`src/rtl/icache_itlb_if.sv`:
```
// Fetch-side bundle between the PC logic / memory arbiter and icache_itlb.
// master = fetch + memory side, slave = the cache block.
interface icache_itlb_if;
  logic         req_valid;
  logic [31:0]  req_virt_addr;
  logic         priv_mode;
  logic         icache_ready;
  logic         rsp_valid;
  logic [127:0] rsp_data;
  logic         rsp_tlb_miss;
  logic         rsp_bus_error;
  logic         req_valid_miss;
  logic [19:0]  req_miss_addr;
  logic         rsp_valid_miss;
  logic [127:0] rsp_data_miss;
  logic         rsp_bus_error_miss;
  logic         new_tlb_entry;
  logic [19:0]  new_tlb_virt_page;
  logic [7:0]   new_tlb_phy_page;
  logic         new_tlb_write_priv;

  modport master (
    output req_valid, req_virt_addr, priv_mode,
    input  icache_ready, rsp_valid, rsp_data, rsp_tlb_miss, rsp_bus_error,
    input  req_valid_miss, req_miss_addr,
    output rsp_valid_miss, rsp_data_miss, rsp_bus_error_miss,
    output new_tlb_entry, new_tlb_virt_page, new_tlb_phy_page, new_tlb_write_priv
  );

  modport slave (
    input  req_valid, req_virt_addr, priv_mode,
    output icache_ready, rsp_valid, rsp_data, rsp_tlb_miss, rsp_bus_error,
    output req_valid_miss, req_miss_addr,
    input  rsp_valid_miss, rsp_data_miss, rsp_bus_error_miss,
    input  new_tlb_entry, new_tlb_virt_page, new_tlb_phy_page, new_tlb_write_priv
  );
endinterface

```
`src/rtl/icache_itlb.sv`:
```
// iTLB + direct-mapped I-cache returning whole 128-bit lines; ICACHE_VERBOSE_EN adds sim messages.
// Latency: hit / iTLB miss respond one cycle after accept; refill responds one cycle after rsp_valid_miss.
// Backpressure: icache_ready drops from the cycle after a cache miss until the refill response is taken.
module icache_itlb #(
  parameter int TLB_ENTRIES  = 4,
  parameter int ICACHE_LINES = 4
) (
  input  logic         clock,
  input  logic         reset,
  icache_itlb_if.slave bus
);

  localparam int TW = (TLB_ENTRIES  > 1) ? $clog2(TLB_ENTRIES)  : 1;
  localparam int IW = (ICACHE_LINES > 1) ? $clog2(ICACHE_LINES) : 1;
  localparam int GW = 16 - IW;

  typedef struct packed {
    logic        vld;
    logic [19:0] vpn;
    logic [7:0]  ppn;
    logic        wpriv;
  } tlb_entry_t;

  typedef enum logic [1:0] {IDLE, MISS_REQ, MISS_WAIT} state_t;

  tlb_entry_t              tlb_q [TLB_ENTRIES];
  logic [TW-1:0]           rr_ptr;
  logic [ICACHE_LINES-1:0] line_vld;
  logic [GW-1:0]           line_tag [ICACHE_LINES];
  logic [127:0]            line_dat [ICACHE_LINES];
  state_t                  state;

  logic          tlb_hit;
  logic [7:0]    hit_ppn;
  logic [15:0]   phy_line;
  logic [IW-1:0] lk_idx;
  logic [GW-1:0] lk_tag;
  logic          cache_hit;
  logic [IW-1:0] rf_idx;
  logic [GW-1:0] rf_tag;
  logic          refill_done;

  always_comb begin
    tlb_hit = 1'b0;
    hit_ppn = '0;
    for (int i = 0; i < TLB_ENTRIES; i++) begin
      if (tlb_q[i].vld && (tlb_q[i].vpn == bus.req_virt_addr[31:12])) begin
        tlb_hit = 1'b1;
        hit_ppn = tlb_q[i].ppn;
      end
    end
  end

  // Physical address bits [19:4]; supervisor fetches bypass translation.
  assign phy_line  = bus.priv_mode ? bus.req_virt_addr[19:4]
                                   : {hit_ppn, bus.req_virt_addr[11:4]};
  assign lk_idx    = phy_line[IW-1:0];
  assign lk_tag    = phy_line[15:IW];
  assign cache_hit = line_vld[lk_idx] && (line_tag[lk_idx] == lk_tag);

  assign rf_idx      = bus.req_miss_addr[4 +: IW];
  assign rf_tag      = bus.req_miss_addr[19:4+IW];
  assign refill_done = (state == MISS_WAIT) && bus.rsp_valid_miss;

  // iTLB write slot: existing VPN, else lowest free entry, else round-robin victim.
  logic          wr_match, wr_free;
  logic [TW-1:0] match_idx, free_idx, wr_idx;

  always_comb begin
    wr_match  = 1'b0;
    wr_free   = 1'b0;
    match_idx = '0;
    free_idx  = '0;
    for (int i = TLB_ENTRIES - 1; i >= 0; i--) begin
      if (tlb_q[i].vld && (tlb_q[i].vpn == bus.new_tlb_virt_page)) begin
        wr_match  = 1'b1;
        match_idx = TW'(i);
      end
      if (!tlb_q[i].vld) begin
        wr_free  = 1'b1;
        free_idx = TW'(i);
      end
    end
    wr_idx = wr_match ? match_idx : (wr_free ? free_idx : rr_ptr);
  end

  always_ff @(posedge clock or negedge reset) begin
    if (!reset) begin
      state              <= IDLE;
      rr_ptr             <= '0;
      line_vld           <= '0;
      bus.icache_ready   <= 1'b1;
      bus.rsp_valid      <= 1'b0;
      bus.rsp_data       <= '0;
      bus.rsp_tlb_miss   <= 1'b0;
      bus.rsp_bus_error  <= 1'b0;
      bus.req_valid_miss <= 1'b0;
      bus.req_miss_addr  <= '0;
      for (int i = 0; i < TLB_ENTRIES; i++) tlb_q[i] <= '0;
    end else begin
      bus.rsp_valid      <= 1'b0;
      bus.rsp_tlb_miss   <= 1'b0;
      bus.rsp_bus_error  <= 1'b0;
      bus.req_valid_miss <= 1'b0;

      if (bus.new_tlb_entry) begin
        tlb_q[wr_idx] <= '{vld: 1'b1, vpn: bus.new_tlb_virt_page,
                           ppn: bus.new_tlb_phy_page, wpriv: bus.new_tlb_write_priv};
        if (!wr_match && !wr_free)
          rr_ptr <= (rr_ptr == TW'(TLB_ENTRIES - 1)) ? '0 : rr_ptr + TW'(1);
      end

      case (state)
        IDLE: begin
          if (bus.req_valid) begin
            if (!bus.priv_mode && !tlb_hit) begin
              bus.rsp_valid    <= 1'b1;
              bus.rsp_tlb_miss <= 1'b1;
            end else if (cache_hit) begin
              bus.rsp_valid <= 1'b1;
              bus.rsp_data  <= line_dat[lk_idx];
            end else begin
              bus.req_miss_addr  <= {phy_line, 4'h0};
              bus.req_valid_miss <= 1'b1;
              bus.icache_ready   <= 1'b0;
              state              <= MISS_REQ;
            end
          end
        end
        MISS_REQ: state <= MISS_WAIT;
        MISS_WAIT: begin
          if (bus.rsp_valid_miss) begin
            bus.rsp_valid      <= 1'b1;
            bus.rsp_bus_error  <= bus.rsp_bus_error_miss;
            bus.rsp_data       <= bus.rsp_data_miss;
            line_vld[rf_idx]   <= !bus.rsp_bus_error_miss;
            bus.icache_ready   <= 1'b1;
            state              <= IDLE;
          end
        end
        default: state <= IDLE;
      endcase
    end
  end

  // Line storage needs no reset: the valid bits guard it.
  always_ff @(posedge clock) begin
    if (refill_done && !bus.rsp_bus_error_miss) begin
      line_tag[rf_idx] <= rf_tag;
      line_dat[rf_idx] <= bus.rsp_data_miss;
    end
  end

`ifdef ICACHE_VERBOSE_EN
  always @(posedge clock) begin
    if (reset) begin
      if (state == IDLE && bus.req_valid && !bus.priv_mode && !tlb_hit)
        $display("icache_itlb: itlb miss vpn=%05h", bus.req_virt_addr[31:12]);
      if (state == IDLE && bus.req_valid && (bus.priv_mode || tlb_hit) && !cache_hit)
        $display("icache_itlb: cache miss pa=%05h", {phy_line, 4'h0});
      if (refill_done)
        $display("icache_itlb: refill pa=%05h data=%032h err=%0b",
                 bus.req_miss_addr, bus.rsp_data_miss, bus.rsp_bus_error_miss);
      if (bus.new_tlb_entry)
        $display("icache_itlb: itlb write vpn=%05h ppn=%02h entry=%0d",
                 bus.new_tlb_virt_page, bus.new_tlb_phy_page, wr_idx);
    end
  end
`else
  // Quiet build: no simulation messages, identical behaviour.
`endif

endmodule

```
`src/flat_wrapper.sv`:
```
// flat-port wrapper written by rule: the top's interface ports become plain ports
module icache_itlb_flat 
#(
  parameter int TLB_ENTRIES  = 4,
  parameter int ICACHE_LINES = 4
)
  (clock, reset, bus_req_valid, bus_req_virt_addr, bus_priv_mode, bus_icache_ready, bus_rsp_valid, bus_rsp_data, bus_rsp_tlb_miss, bus_rsp_bus_error, bus_req_valid_miss, bus_req_miss_addr, bus_rsp_valid_miss, bus_rsp_data_miss, bus_rsp_bus_error_miss, bus_new_tlb_entry, bus_new_tlb_virt_page, bus_new_tlb_phy_page, bus_new_tlb_write_priv);
  icache_itlb_if bus_i ();
  input  logic clock;
  input  logic reset;
  input wire logic [$bits(bus_i.req_valid)-1:0] bus_req_valid;
  input wire logic [$bits(bus_i.req_virt_addr)-1:0] bus_req_virt_addr;
  input wire logic [$bits(bus_i.priv_mode)-1:0] bus_priv_mode;
  output wire logic [$bits(bus_i.icache_ready)-1:0] bus_icache_ready;
  output wire logic [$bits(bus_i.rsp_valid)-1:0] bus_rsp_valid;
  output wire logic [$bits(bus_i.rsp_data)-1:0] bus_rsp_data;
  output wire logic [$bits(bus_i.rsp_tlb_miss)-1:0] bus_rsp_tlb_miss;
  output wire logic [$bits(bus_i.rsp_bus_error)-1:0] bus_rsp_bus_error;
  output wire logic [$bits(bus_i.req_valid_miss)-1:0] bus_req_valid_miss;
  output wire logic [$bits(bus_i.req_miss_addr)-1:0] bus_req_miss_addr;
  input wire logic [$bits(bus_i.rsp_valid_miss)-1:0] bus_rsp_valid_miss;
  input wire logic [$bits(bus_i.rsp_data_miss)-1:0] bus_rsp_data_miss;
  input wire logic [$bits(bus_i.rsp_bus_error_miss)-1:0] bus_rsp_bus_error_miss;
  input wire logic [$bits(bus_i.new_tlb_entry)-1:0] bus_new_tlb_entry;
  input wire logic [$bits(bus_i.new_tlb_virt_page)-1:0] bus_new_tlb_virt_page;
  input wire logic [$bits(bus_i.new_tlb_phy_page)-1:0] bus_new_tlb_phy_page;
  input wire logic [$bits(bus_i.new_tlb_write_priv)-1:0] bus_new_tlb_write_priv;
  assign bus_i.req_valid = bus_req_valid;
  assign bus_i.req_virt_addr = bus_req_virt_addr;
  assign bus_i.priv_mode = bus_priv_mode;
  assign bus_icache_ready = bus_i.icache_ready;
  assign bus_rsp_valid = bus_i.rsp_valid;
  assign bus_rsp_data = bus_i.rsp_data;
  assign bus_rsp_tlb_miss = bus_i.rsp_tlb_miss;
  assign bus_rsp_bus_error = bus_i.rsp_bus_error;
  assign bus_req_valid_miss = bus_i.req_valid_miss;
  assign bus_req_miss_addr = bus_i.req_miss_addr;
  assign bus_i.rsp_valid_miss = bus_rsp_valid_miss;
  assign bus_i.rsp_data_miss = bus_rsp_data_miss;
  assign bus_i.rsp_bus_error_miss = bus_rsp_bus_error_miss;
  assign bus_i.new_tlb_entry = bus_new_tlb_entry;
  assign bus_i.new_tlb_virt_page = bus_new_tlb_virt_page;
  assign bus_i.new_tlb_phy_page = bus_new_tlb_phy_page;
  assign bus_i.new_tlb_write_priv = bus_new_tlb_write_priv;
  icache_itlb #(.TLB_ENTRIES(TLB_ENTRIES), .ICACHE_LINES(ICACHE_LINES)) u_core (.clock(clock), .reset(reset), .bus(bus_i));
endmodule
```
`config.mk`:
```
export PLATFORM = sky130hd
export DESIGN_NAME = icache_itlb_flat
export DESIGN_NICKNAME = d
export VERILOG_FILES = /design/src/rtl/icache_itlb_if.sv /design/src/rtl/icache_itlb.sv /design/src/flat_wrapper.sv
export SDC_FILE = /design/constraint.sdc
export NUM_CORES = 1
export LEC_CHECK = 0
export ABC_AREA = 1
export CAP_MARGIN = 0
export CORE_MARGIN = 4
export CORE_UTILIZATION = 50
export CTS_CLUSTER_SIZE = 12
export DETAILED_ROUTE_END_ITERATION = 12
export GPL_TIMING_DRIVEN = 0
export PLACE_DENSITY_LB_ADDON = 0.15
export SKIP_LAST_GASP = 1
export SYNTH_ARGS = -nofsm -noshare
export SYNTH_HDL_FRONTEND = slang
export SYNTH_SLANG_ARGS = --single-unit
```
`constraint.sdc`:
```
create_clock -name clock -period 10.04 [get_ports clock]
set_input_delay 1.004 -clock clock [delete_from_list [all_inputs] [get_ports clock]]
set_output_delay 1.004 -clock clock [all_outputs]
set_load 0.01 [all_outputs]
```
==> impl.org, run 1 <==
** Critical path
- By instance count, the cell type seen most on the critical path is buf_2.
- In this run the worst path has a maximum fanout of 10.
- By startpoint and endpoint, the worst setup path is classified as in -> reg.
- Data arrival, critical path :: 5320 ps
- The number of cells on the worst reg-to-reg path is 11.
- Delay contributed by the slowest stage of the critical path :: 870 ps
- STA classifies the critical path startpoint as an input pin.
- Traced cell by cell, the critical path runs through clkdlybuf4s50_1 -> buf_2 -> buf_2 -> buf_2 -> clkbuf_1 -> buf_2 -> clkbuf_1 -> nor2_1 -> o221ai_1 -> o21ai_0 -> o21ai_2.
- The slowest stage of the critical path is the clkbuf_1 cell.
- Data required time at the worst endpoint :: 10610 ps
- Kind of end point of the critical path :: register

** Routing
- The first TritonRoute pass finished after 7 iterations.
- In the final routing, the length of wire on met1 measures 45600 um.
- Dividing the detail-routed via count by the number of cells gives 5.74.
- First-iteration detailed-routing DRC count :: 2916
- In the routed design, unresolved DRC markers number 0.
- Topmost layer with routed signal wires :: met5
- Overall routed net length :: 112000 um
- The routed design uses 52400 um of met2 wire.
- Routed via count :: 27221
- Total length of routed met3 wires :: 9590 um
- Once detail routing completed, the nets flagged for antenna violations numbered 0.
- Routed len/inst :: 23.7 um

** Logic synthesis
- Register bit total from synthesis :: 841
- Mapped Avg Cell Area :: 11.0 um^2
- Summed over all instances, the cell type with the most area after synthesis is edfxtp_1.
- Sequential elements use 66.4% of the synthesized area.
- Counting distinct cell types in the post-synthesis netlist gives 47.
- Synthesis warning total :: 0
- Synth top area share :: 47.4%
- Yosys attributes the largest share of cell area to edfxtp_1 47%, dfrtp_1 19%, o21ai_0 8.1%, nand2_1 5.8%, nor2_1 4.3%.
- The cell count after synthesis came out at 3259.
- Cell area after synthesis :: 0.0360 mm^2

** Clocking
- In this run, CTS created clock tree buffers numbering 88.
- Skew-Pair Late Insertion Delay :: 650 ps
- Clock-pin slew on the worst setup and hold paths :: 60 ps
- Number of resized instances in the post-cts repair step :: 0
- TritonCTS built the clock tree.
- Counting along the longest clock path gives a buffer depth of 3.
- # clock sinks :: 841
- Number of setup buffers added after CTS :: 0
- In this run the number of H-tree levels came out at 3.
- CTS Root Buffer Type :: clkbuf_16
- The number of hold buffers added after CTS was 0.

** Finish
- Register cell area after layout :: 0.0239 mm^2
- The library cell used most frequently in the layout, excluding fill and tap cells, is o21ai_0.
- From synthesis to final layout, the design area changed by 21.6%.
- In the final layout, the share of cells above drive strength 1 is 9.56%.
- After filler insertion, the fill cell instance count of the layout stands at 5876.
- Net count reported at finish :: 3903
- Combined area of the multi-input logic cells :: 0.0105 mm^2
- Commonest cells after routing, fill and taps aside :: 584 x o21ai_0, 568 x edfxtp_1, 560 x nand2_1
- The finished cells cover 0.0437 mm^2.
- Post-route insts no fill :: 4746

** Power and ir drop
- Overall power :: 11000 uW
- Leakage power summed over all cells :: 0.0164 uW
- Power spread over the standard cell area amounts to 253 mW/mm^2.
- IR analysis of the VDD net gives a maximum drop of 179 uV.

** Die
- Num rows :: 98
- The initial utilization of the core area, before any placement, comes to 50.4%.
- Die X-Extent :: 276 um
- Area of the core :: 0.0714 mm^2
- Vertical die dimension :: 276 um
- The die covers 0.0763 mm^2.
- 349 I/O pins were placed.

** GRT
- The number of global-route vias before repair is 26783.
- Entering global routing, the biggest net connects 84 pins.
- First-pass GRT wire length :: 169000 um
- Overall overflow remaining after global route :: 0
- Initial antenna violation count :: 24
- For this run, the total global-route usage over all layers was measured as 28.9%.

** Placement
- Placed cell area :: 0.0411 mm^2
- The congestion estimate from routability-driven global placement came to 0.987.
- Post-Place Cells :: 4566
- Half-perimeter wire length after placement :: 77100 um
- Pre-CTS setup slack :: 4730 ps
- Input and output buffers added on the ports amount to 328.

** Timing
- Final Hold Fails :: 0
- Between clock sinks in the finished design, the worst skew comes to 34.9 ps.
- Final clock period utilization by the worst path :: 47.3%
- Pin slew with the least headroom to its limit :: 1330 ps
- Unrepaired setup endpoints after global routing :: false
- Total Negative Setup Slacks :: 0 ps
- Setup violations remaining at the end of the flow were counted as 0.
- Maximum frequency from static timing analysis :: 211 MHz
- In this run the tightest slew margin relative to its limit is 11.7%.
- In the post-route analysis, the smallest setup slack over all paths is 5290 ps.
- Subtracting the final worst setup slack from the clock period gives 4750 ps.
- Max Slew Vio Count :: 0

** Hold path
- Hold crit path type :: in -> async

** Run status
- Outcome :: finished clean

** Flow run
- Max cap viols :: 0
layer usage:
metal  up-vias  global-route usage [%]
met5         -                       0
met1     13363                    38.5
met3       272                    7.37
met2      1092                    46.0
met4        12                    11.0
li1      12482                       -
worst max-delay path, delay by kind of cell:
family | cells | cell delay, ps
AOI/OAI and AO/OA | 3 | 560
buffers and inverters | 7 | 3610
and+or+nand+nor | 1 | 120
cell usage after synthesis, drive strengths merged:
library cell and instances:
a32oi 5, xor2 24, o2111a 2, dfrtp 272, nor3 17, a31oi 1, o211ai 1, inv 165
a2111oi 4, a211oi 3, edfxtp 568, nor4b 1, nor3b 2, conb 1, nand4 28, nand2b 1
dfstp 1, xnor2 18, or4 1, a21o 1, o22a 4, clkinv 5, ha 1, o22ai 25
a21oi 15, nand3b 3, nor2 420, o21ai 711, o2111ai 6, nand3 35, buf 68, nor4 22
nand2 562, o221ai 128, clkbuf 128, or2 9, a2111o 1
path summary, 6_finish.rpt:
check | start | to | slack, ps
min in group clock | u_core.bus.rsp_data[76] | u_core.bus.rsp_data[76] | 480
max | bus_req_virt_addr[4] | u_core.bus.rsp_data[82] | 5290
min | reset | u_core.tlb_q[102] | 270
max reg2reg | u_core.state[0] | u_core.line_dat[3][18] | 6170
max in group asynchronous | reset | u_core.bus.rsp_data[58] | 8540
min reg2reg | u_core.bus.rsp_data[76] | u_core.bus.rsp_data[76] | 480
cells by family after synthesis:
kind of cell | count (synthesis) | synth area share [%]
DFF | 841 | 66.4
xor gates and xnor gates | 42 | 1.02
other | 1 | 0.0104
and+or+nand+nor | 1101 | 12.3
AOI/OAI and AO/OA | 907 | 15.6
adders and majority gates | 1 | 0.0348
buffers and inverters | 366 | 4.56
flip-flops by register name, indices dropped and copies added, names as in the netlist:
| register | count |
|---|---|
| u_core.bus.req_valid_miss | 1 |
| u_core.bus.req_miss_addr | 16 |
| u_core.bus.rsp_tlb_miss | 1 |
| u_core.line_vld | 4 |
| u_core.state | 2 |
| u_core.bus.icache_ready | 1 |
| u_core.bus.rsp_data | 128 |
| u_core.line_dat | 512 |
| u_core.line_tag | 56 |
| u_core.rr_ptr | 2 |
| u_core.bus.rsp_valid | 1 |
| u_core.bus.rsp_bus_error | 1 |
| u_core.tlb_q | 116 |
metrics by stage:
step | util (%) | hold slack (ps)
floorplan | - | 453
global placement | 56.7 | 464
detailed placement | 57.5 | 469
CTS | 61.2 | 261
global route | 61.2 | 291
finish | 61.3 | 267
area by class of cell:
| class | instances | area share, % |
|---|---|---|
| sequential | 841 | 54.6 |
| multi-input combinational | 2055 | 23.9 |
| timing repair buffer | 354 | 8.85 |
| clock buffer | 139 | 5.54 |
| tap | 950 | 2.72 |
| buffer | 196 | 2.29 |
| inverter | 170 | 1.46 |
| clock inverter | 23 | 0.449 |
| antenna | 18 | 0.103 |
power breakdown:
group          internal [uW]  total (uW)  switching (uW)
Sequential              4350        4830             481
Clock                   1690        3030            1340
Combinational           1320        3180            1860
(Power assumes the default switching activity.)
==> inputs of run 2 (changes only) <==
==> constraint.sdc (replaced) <==
create_clock -name clock -period 4.9 [get_ports clock]
set_input_delay 0.49 -clock clock [delete_from_list [all_inputs] [get_ports clock]]
set_output_delay 0.49 -clock clock [all_outputs]
set_load 0.01 [all_outputs]
==> impl.org, run 2 (synthesized netlist as in run 1, its figures left out) <==
** Timing
- Final clock period utilization by the worst path :: 82.1%
- Unrepaired setup endpoints after global routing: false (unchanged).
- The setup clock skew after layout was 40.8 ps (was 34.9 ps).
- Max Slew Vio Count :: 0 (unchanged)
- Final min period :: 4020 ps
- The number of failing setup endpoints in the final timing report came to 0 (unchanged).
- Maximum frequency from static timing analysis :: 249 MHz
- The post-route worst hold slack is 279 ps (was 267 ps).
- The measured slew at the worst slew-check pin came to 1320 ps (was 1330 ps).
- Relative slew slack :: 12.1% (was 11.7%)
- The count of endpoints failing hold in the final timing report was 0 (unchanged).

** GRT
- Overall overflow remaining after global route :: 0 (unchanged)
- The pin count of the biggest net entering global routing is 101 (was 84).
- Global routing usage summed across all routing layers :: 28.4% (was 28.9%)
- The first-pass GRT wire length is 166000 um (was 169000 um).
- Initial antenna violation count :: 21 (was 24)
- The number of global-route vias before repair came to 26647 (was 26783).

** Routing
- The first-pass iteration count of the detailed router came to 8 (was 7).
- Routed len/inst :: 23.4 um (was 23.7 um)
- Overall routed net length :: 111000 um (was 112000 um)
- The number of vias per cell came to 5.74 (about the same).
- Post-Route M1 WL :: 44900 um (was 45600 um)
- Topmost layer with routed signal wires :: met5 (unchanged)
- Routed via count :: 27215 (was 27221)
- The total met3 wirelength after detailed routing was 9180 um (was 9590 um).
- First-iteration detailed-routing DRC count :: 2651 (was 2916)
- Number of design rule violations left after detail routing :: 0 (unchanged)
- Post-detailed-route count of antenna-violating nets :: 0 (unchanged)
- The met2 wire length came to 52600 um (was 52400 um).

** Finish
- Net count reported at finish :: 3905 (was 3903)
- The final cell count without fillers came to 4741 (was 4746).
- Fin util :: 61.6% (was 61.3%)
- Finished layout cell area :: 0.0439 mm^2 (was 0.0437 mm^2)
- The synthesis-to-layout area growth was 22.2% (was 21.6%).
- The most common cell after layout, fill and taps aside is o21ai_0 (unchanged).
- The share of cells above drive strength 1 came to 9.87% (was 9.56%).
- The register bank with the most flops is u_core.line_dat (unchanged).
- Largest register FFs :: 512 (unchanged)
- Biggest regs: u_core.line_dat (512), u_core.bus.rsp_data (128), u_core.tlb_q (116) (unchanged).
- Commonest cells after routing, fill and taps aside: 584 x o21ai_0, 568 x edfxtp_1, 560 x nand2_1 (unchanged).

** Placement
- Post-Place Cells :: 4566 (unchanged)
- Placed cell area :: 0.0410 mm^2 (was 0.0411 mm^2)
- The final RePlAce weighted congestion was 1.02 (was 0.987).
- Half-perimeter wire length after placement :: 75600 um (was 77100 um)
- Port bufs :: 328 (unchanged)

** Critical path
- The maximum fanout count along the critical path was 10 (unchanged).
- The logic depth of the worst path, buffers included is 11 (unchanged).
- The startpoint class of the critical path is an input pin (unchanged).
- The startpoint-to-endpoint class of the critical path was in -> reg (unchanged).
- Kind of end point of the critical path :: register (unchanged)
- Count of cells along the worst register-to-register path :: 9 (was 11)
- The data arrival at the endpoint of the critical path was 4590 ps (was 5320 ps).
- Critical path, cell by cell: clkdlybuf4s50_1 -> buf_2 -> buf_2 -> buf_2 -> clkbuf_1 -> buf_2 -> clkbuf_1 -> nor2_1 -> o221ai_1 -> o21ai_0 -> o21ai_2 (unchanged).
- Delay contributed by the slowest stage of the critical path :: 760 ps (was 870 ps)
- Most repeated library cell on the critical path :: buf_2 (unchanged)
- Data required time at the worst endpoint :: 5470 ps (was 10610 ps)
- Max stage delay cell, worst path :: clkbuf_1 (unchanged)
- Buffering stage count on the worst path with inverters included :: 7 (unchanged)
- The gate family responsible for the most delay along the worst path was buffers and inverters (unchanged).

** Die
- Starting Density :: 50.4% (unchanged)
- The overall die height is 276 um (unchanged).
- Die X-Extent :: 276 um (unchanged)
- Area of the core :: 0.0714 mm^2 (unchanged)
- I/O pin count :: 349 (unchanged)
- Num rows :: 98 (unchanged)
- Total Die Area :: 0.0763 mm^2 (unchanged)

** Power and ir drop
- Leakage power summed over all cells :: 0.0165 uW (was 0.0164 uW)
- The highest ir drop seen on vdd came to 373 uV (was 179 uV).
- Pwr Density :: 523 mW/mm^2 (was 253 mW/mm^2)
- Overall power :: 23000 uW (was 11000 uW)

** Clocking
- The post-cts sizing count was 0 (unchanged).
- The clock latency on the worst-skew pair came to 650 ps (about the same).
- The total number of clock tree sinks is 841 (unchanged).
- Bufs on Longest Clock Path :: 3 (unchanged)
- The clock transition at the registers of the reported paths is 60 ps (about the same).
- The clock tree from TritonCTS was done (unchanged).
- The master cell of the clock root buffer is clkbuf_16 (unchanged).
- Htree depth :: 3 (unchanged)
- TritonCTS buffer count :: 89 (was 88)

** Hold path
- The worst hold path class was in -> reg (was in -> async).
- Number of stages on the worst hold path :: 3

** Run status
- Outcome: finished clean (unchanged).

** Flow run
- Max cap viols :: 0 (unchanged)
[run 2: per-stage QoR]
stage	setup slack [ps]	setup TNS (ps)
global route	621	0
detailed placement	155	0
finish	877	0
global placement	-9780	-4487300
floorplan	-404	-172080
CTS	814	0
[run 2: layout make-up]
class	count	area, um^2
Multi-Input combinational cell	2055	10500
Timing Repair Buffer	355	3860
Clock inverter	26	307
Sequential cell	841	23900
Inverter	170	638
Fill cell	5892	27400
Tap cell	950	1190
Antenna cell	12	30.0
Clock buffer	136	2550
Buffer	196	1000
[run 2: power breakdown]
part | internal [uW] | leakage, uW | switching (uW)
clock network | 3820 | 0.00139 | 2770
registers | 8920 | 0.00851 | 1010
logic | 2700 | 0.00662 | 3780
[run 2: repair_timing]
| action | 4_1_cts | 5_1_grt |
|---|---|---|
| hold endpoints to repair | 87 | 0 |
| buffers inserted | 0 | 0 |
| hold buffers | 1 | 0 |
[run 2: metal layers]
| metal | global-route usage (%) | up-vias |
|---|---|---|
| met2 | 46.0 | 1119 |
| met1 | 37.8 | 13359 |
| li1 | - | 12483 |
| met5 | 0 | - |
| met4 | 10.2 | 18 |
| met3 | 6.82 | 236 |
[run 2: worst paths after layout]
path,startpoint,endpoint,slack [ps]
max reg2reg,u_core.state[0],u_core.line_dat[2][31],1430
min,bus_new_tlb_virt_page[13],u_core.tlb_q[112],280
max,bus_req_virt_addr[4],u_core.bus.rsp_data[84],880
min reg2reg,u_core.bus.icache_ready,u_core.bus.icache_ready,480
min in group asynchronous,reset,u_core.tlb_q[99],440
max in group asynchronous,reset,u_core.bus.rsp_data[1],3400
[run 2: worst reg2reg max path: stages (launching register included)]
cell      delay, ps
dfrtp_1         410
nor2_1          120
clkinv_1        250
clkbuf_1        440
nor2_1          300
nand2_1         260
nor2_4          590
buf_12          280
buf_12          250
buf_12          260
